$ cat config.mk
export PLATFORM = sky130hd
export DESIGN_NAME = bitbrick_seq_ctrl
export DESIGN_NICKNAME = d
export VERILOG_FILES = /design/src/rtl/bitbrick_seq_ctrl.sv
export SDC_FILE = /design/constraint.sdc
export NUM_CORES = 1
export LEC_CHECK = 0
export CAP_MARGIN = 20
export CORE_MARGIN = 4
export CORE_UTILIZATION = 48
export CTS_CLUSTER_SIZE = 8
export DETAILED_ROUTE_END_ITERATION = 10
export MAX_ROUTING_LAYER = met4
export PLACE_DENSITY = 0.77
export SYNTH_ARGS = -nofsm -noshare
export SYNTH_HDL_FRONTEND = slang
export SYNTH_SLANG_ARGS = --single-unit
$ cat constraint.sdc
create_clock -name clk -period 4.85 [get_ports clk]
set_input_delay 1.455 -clock clk [delete_from_list [all_inputs] [get_ports clk]]
set_output_delay 1.455 -clock clk [all_outputs]
set_load 0.005 [all_outputs]
$ cat src/rtl/bitbrick_seq_ctrl.sv
// Time-multiplexed 2-bit BitBrick sequencer: walks brick pairs, shift-accumulates into ACC_W.
// Optional zero-operand bypass: define BITBRICK_SEQ_ZERO_SKIP_EN.
module bitbrick_seq_ctrl #(
  parameter int ACC_W = 16
) (
  input  logic             clk,
  input  logic             rst_n,
  input  logic             in_valid,
  output logic             in_ready,
  input  logic [7:0]       a,
  input  logic [7:0]       b,
  input  logic [1:0]       a_prec,
  input  logic [1:0]       b_prec,
  input  logic             a_signed,
  input  logic             b_signed,
  output logic             brick_en,
  output logic [2:0]       brick_a,
  output logic [2:0]       brick_b,
  output logic [3:0]       brick_shift,
  output logic             out_valid,
  input  logic             out_ready,
  output logic [ACC_W-1:0] result
);
  typedef enum logic [1:0] {IDLE, RUN, DONE} state_t;

  typedef struct packed {
    logic [7:0] a;
    logic [7:0] b;
    logic [1:0] na_m1;
    logic [1:0] nb_m1;
    logic       a_sgn;
    logic       b_sgn;
  } req_t;

  function automatic logic [1:0] last_idx(input logic [1:0] p);
    case (p)
      2'b00:   return 2'd0;
      2'b01:   return 2'd1;
      default: return 2'd3;
    endcase
  endfunction

  state_t             state, state_nx;
  req_t               req;
  logic [1:0]         i, j;
  logic [ACC_W-1:0]   acc;
  logic               zero_req, last_pair;
  logic [1:0]         ba_raw, bb_raw;
  logic [2:0]         ba_w, bb_w;
  logic [3:0]         shift_w;
  logic signed [5:0]  prod;
  logic [ACC_W-1:0]   pp;

`ifdef BITBRICK_SEQ_ZERO_SKIP_EN
  function automatic logic [7:0] mask_op(input logic [7:0] x, input logic [1:0] p);
    case (p)
      2'b00:   return {6'd0, x[1:0]};
      2'b01:   return {4'd0, x[3:0]};
      default: return x;
    endcase
  endfunction
  assign zero_req = (mask_op(a, a_prec) == 8'd0) || (mask_op(b, b_prec) == 8'd0);
`else
  assign zero_req = 1'b0;
`endif

  // Brick select: only the top brick of a signed operand carries its sign into bit 2.
  assign ba_raw    = req.a[{i, 1'b0} +: 2];
  assign bb_raw    = req.b[{j, 1'b0} +: 2];
  assign ba_w      = {req.a_sgn && (i == req.na_m1) && ba_raw[1], ba_raw};
  assign bb_w      = {req.b_sgn && (j == req.nb_m1) && bb_raw[1], bb_raw};
  assign shift_w   = {({1'b0, i} + {1'b0, j}), 1'b0};
  assign prod      = $signed({{3{ba_w[2]}}, ba_w}) * $signed({{3{bb_w[2]}}, bb_w});
  assign pp        = {{(ACC_W-6){prod[5]}}, prod} << shift_w;
  assign last_pair = (i == req.na_m1) && (j == req.nb_m1);

  always_ff @(posedge clk or negedge rst_n) begin
    if (!rst_n) state <= IDLE;
    else        state <= state_nx;
  end

  always_comb begin
    state_nx = state;
    case (state)
      IDLE:    if (in_valid) state_nx = zero_req ? DONE : RUN;
      RUN:     if (last_pair) state_nx = DONE;
      DONE:    if (out_ready) state_nx = IDLE;
      default: state_nx = IDLE;
    endcase
  end

  always_comb begin
    in_ready    = (state == IDLE);
    out_valid   = (state == DONE);
    brick_en    = (state == RUN);
    brick_a     = '0;
    brick_b     = '0;
    brick_shift = '0;
    if (state == RUN) begin
      brick_a     = ba_w;
      brick_b     = bb_w;
      brick_shift = shift_w;
    end
  end

  always_ff @(posedge clk or negedge rst_n) begin
    if (!rst_n) begin
      req <= '0;
      i   <= '0;
      j   <= '0;
      acc <= '0;
    end else begin
      case (state)
        IDLE: if (in_valid) begin
          req <= '{a: a, b: b, na_m1: last_idx(a_prec), nb_m1: last_idx(b_prec),
                   a_sgn: a_signed, b_sgn: b_signed};
          i   <= '0;
          j   <= '0;
          acc <= '0;
        end
        RUN: begin
          acc <= acc + pp;
          if (i == req.na_m1) begin
            i <= '0;
            j <= j + 2'd1;
          end else begin
            i <= i + 2'd1;
          end
        end
        default: ;
      endcase
    end
  end

  assign result = acc;
endmodule
==> flow_metrics.py <==
metrics = {
    "run_status": {
        "status": "complete, but fails checks",
        "violations": "negative setup slack",
    },
    "setup_path": {
        "r2r_cells": 21,
        "worstPathCellList": "buf_6 -> mux4_2 -> or2_4 -> fa_1 -> fa_2 -> inv_2 -> ha_4 -> fa_2 -> xnor2_2 -> xnor2_2 -> nand2_1 -> o211a_1 -> a21oi_2 -> nor2_1 -> ha_1 -> buf_6 -> and3_4 -> a221oi_4 -> o21bai_1 -> xnor2_1 -> o22ai_1",
        "crit_fanout": 4,
        "cp-end-kind": "flip-flop",
        "worst-path-stages": 21,
        "crit_required_ns": 5.03,
        "critPathKind": "flip-flop to flip-flop",
        "cpLargestDelayFamily": "adder cells",
        "slowest_delay_ns": 0.54,
        "timing.critical_path.buf_inv": 3,
        "slowest_stage": "fa_1",
        "start_kind": "flip-flop",
        "worstPathArrival_ns": 5.11,
    },
    "clocking": {
        "numCtsBuffers": 5,
        "clk_pin_slew_ns": 0.10,
        "htreeDepth": 2,
        "clk_path_buf_depth": 2,
        "insertion_delay_ns": 0.31,
        "numClockSinks": 44,
        "root_buffer": "clkbuf_8",
        "tritoncts": "done",
    },
    "logic_synthesis": {
        "syn_area_per_cell_um2": 9.53,
        "synth_top_family_by_area": "compound AO/OA/AOI/OAI gates",
        "synthTopCellsByArea": "dfrtp_1 35%, ha_1 8.4%, mux2_2 7.2%, nand2_1 4.1%, fa_1 3.8%",
        "ys_types": 51,
        "synth-compound-area-share_pct": 16.5,
        "ys_seq_area_share_pct": 35.1,
        "synth-xor-area-share_pct": 5.55,
        "syn_inst": 329,
        "yosysTopAreaCell": "dfrtp_1",
        "synthAdderAreaFrac_pct": 12.2,
        "async_reset_ff_share_pct": 100,
        "synth_top_cell_area_share_pct": 35.1,
        "synthMuxAreaShare_pct": 11.7,
        "yosysWarnings": 0,
        "synthSimpleGateAreaFrac_pct": 15.0,
        "syn_area_mm2": 0.00313,
        "synthFlopType": "dfrtp_1",
        "synth_edf_count": 0,
        "synth_nets": 382,
        "ys_ff_latch": 44,
    },
    "sta": {
        "setup_viol": 6,
        "min_period_over_period_pct": 102,
        "slew_headroom_pct": 53.7,
        "worst_pin_slew_ns": 0.693,
        "fin_crit_ns": 4.93,
        "rsz0062_at_grt": "true",
        "fin_ws_ns": -0.0805,
        "fmax_mhz": 203,
        "hold_violations": 0,
        "slew_violations": 0,
        "skew_ns": 0.0137,
    },
    "placed_design": {
        "preCtsSetupSlack_ns": -0.167,
        "hpwl_um": 5700,
        "placed_cell_area_mm2": 0.00395,
        "port_buffers": 53,
        "gp_congestion": 0.893,
    },
    "finish": {
        "final_nets": 468,
        "syn2layout_area_growth_pct": 38.3,
        "drive_above_1_share_pct": 26.4,
        "antenna_cells": 0,
        "fin_area_mm2": 0.00433,
        "fillers": 473,
        "fin_util_pct": 68.3,
    },
    "drt": {
        "firstDrtPassIters": 4,
        "wl_um": 8250,
        "final_antenna_net_count": 0,
        "drt_iter0_drc": 178,
        "post_drt_wl_per_cell_um": 16.7,
        "drcViolationCount": 0,
        "viasPerCell": 5.78,
        "dr_total_vias": 2848,
    },
    "global_route": {
        "track_usage_pct": 22.6,
        "grt_pass1_wl_um": 13500,
        "grt_pass1_vias": 2823,
        "grt_max_degree": 45,
        "grt_overflow": 0,
        "antenna_found_initial": 0,
    },
    "die": {
        "ios": 55,
        "start_util_pct": 49.4,
        "fp.coreArea_mm2": 0.00635,
        "rows": 29,
        "die_w_um": 88.8,
        "die_h_um": 88.8,
        "dieArea_mm2": 0.00789,
    },
    "job": {
        "maxCapViolations": 0,
    },
    "hold_path": {
        "hold_depth": 1,
        "min_path_type": "flip-flop to flip-flop",
    },
}
flip-flops by register name, indices dropped and copies added (netlist names):
| name | count |
|---|---|
| state | 2 |
| i | 2 |
| req | 22 |
| result | 16 |
| j | 2 |
worst paths after layout:
kind	start	endpoint	slack, ns
min	req[11]$_DFFE_PN0P_	req[11]$_DFFE_PN0P_	0.51
max reg2reg	i[0]$_DFFE_PN0P_	result[12]$_DFFE_PN0P_	-0.08
min in group asynchronous	rst_n	result[11]$_DFFE_PN0P_	0.99
max	i[0]$_DFFE_PN0P_	result[12]$_DFFE_PN0P_	-0.08
min reg2reg	req[11]$_DFFE_PN0P_	req[11]$_DFFE_PN0P_	0.51
max in group asynchronous	rst_n	i[0]$_DFFE_PN0P_	3.38
Yosys cell counts, types with 3 or more instances:
cell      number
fa_1           6
xnor2_1        8
o22ai_1       12
nor3_1         5
a31oi_1        9
ha_1          21
buf_2          5
nor2_1        28
and2_1         9
nor2b_1        3
a21oi_1       20
xor2_1        10
and3_1         4
dfrtp_1       44
clkbuf_1       9
o21ai_0       10
mux2i_1        5
nand2_1       34
inv_1         11
mux4_2         4
a21o_1        11
mux2_2        20
nand3_1        5
placed cells by master (no fill, tap or decap), types with 9 or more instances in the layout:
cell / Yosys / routed
mux2_2: 20 / 20
xor2_1: 10 / 9
inv_1: 11 / 9
o21ai_0: 10 / 9
clkdlybuf4s50_1: 0 / 52
nor2_1: 28 / 25
buf_4: 1 / 38
o22ai_1: 12 / 12
a21oi_1: 20 / 15
nand2_1: 34 / 32
a21o_1: 11 / 11
and2_1: 9 / 9
ha_1: 21 / 18
dfrtp_1: 44 / 43
per-layer routing:
| metal | vias to the layer above | share of wire, % | global-route usage, % |
|---|---|---|---|
| met2 | 106 | 50 | 36.7 |
| met3 | 23 | 5.5 | 3.91 |
| met5 | - | 0 | - |
| li1 | 1346 | - | - |
| met4 | 0 | 2.7 | 7.42 |
| met1 | 1373 | 41 | 28.5 |
what timing repair did:
item | 4_1_cts | 5_1_grt
pin swaps | 23 | 30
resized for setup | 14 | 22
setup endpoints to repair | 7 | 10
buffers inserted | 4 | 7
hold buffers | 0 | 0
kinds of logic after synthesis:
| kind of cell | count (synthesis) |
|---|---|
| adder cells (fa/ha/maj) | 27 |
| buffers and inverters | 29 |
| AND/OR/NAND/NOR | 100 |
| multiplexers | 29 |
| XOR/XNOR | 19 |
| AO/OA/AOI/OAI | 80 |
| other | 1 |
| flip-flops | 44 |
metrics by stage:
step	hold WS, ns	setup TNS (ns)	std cells
5_1_grt	0.533	-2.11	493
2_1_floorplan	0.475	-0.00903	329
6_report	0.507	-0.334	493
4_1_cts	0.510	-0.222	485
3_5_place_dp	0.490	-0.595	473
3_3_place_gp	0.485	-0.206	473
area by class of cell:
cell class / instances / area (um2) / share of cell area (%)
clock buffer: 5 / 68.8 / 1.59
tap: 77 / 96.3 / 2.22
sequential: 44 / 1100 / 25.4
timing repair buffer: 95 / 865 / 19.9
clock inverter: 3 / 46.3 / 1.07
multi-input combinational: 256 / 2110 / 48.6
inverter: 13 / 48.8 / 1.13
Power is left out: the tool's default activity adds up to more than one toggle a clock period on the data nets, which glitch-free logic cannot reach.
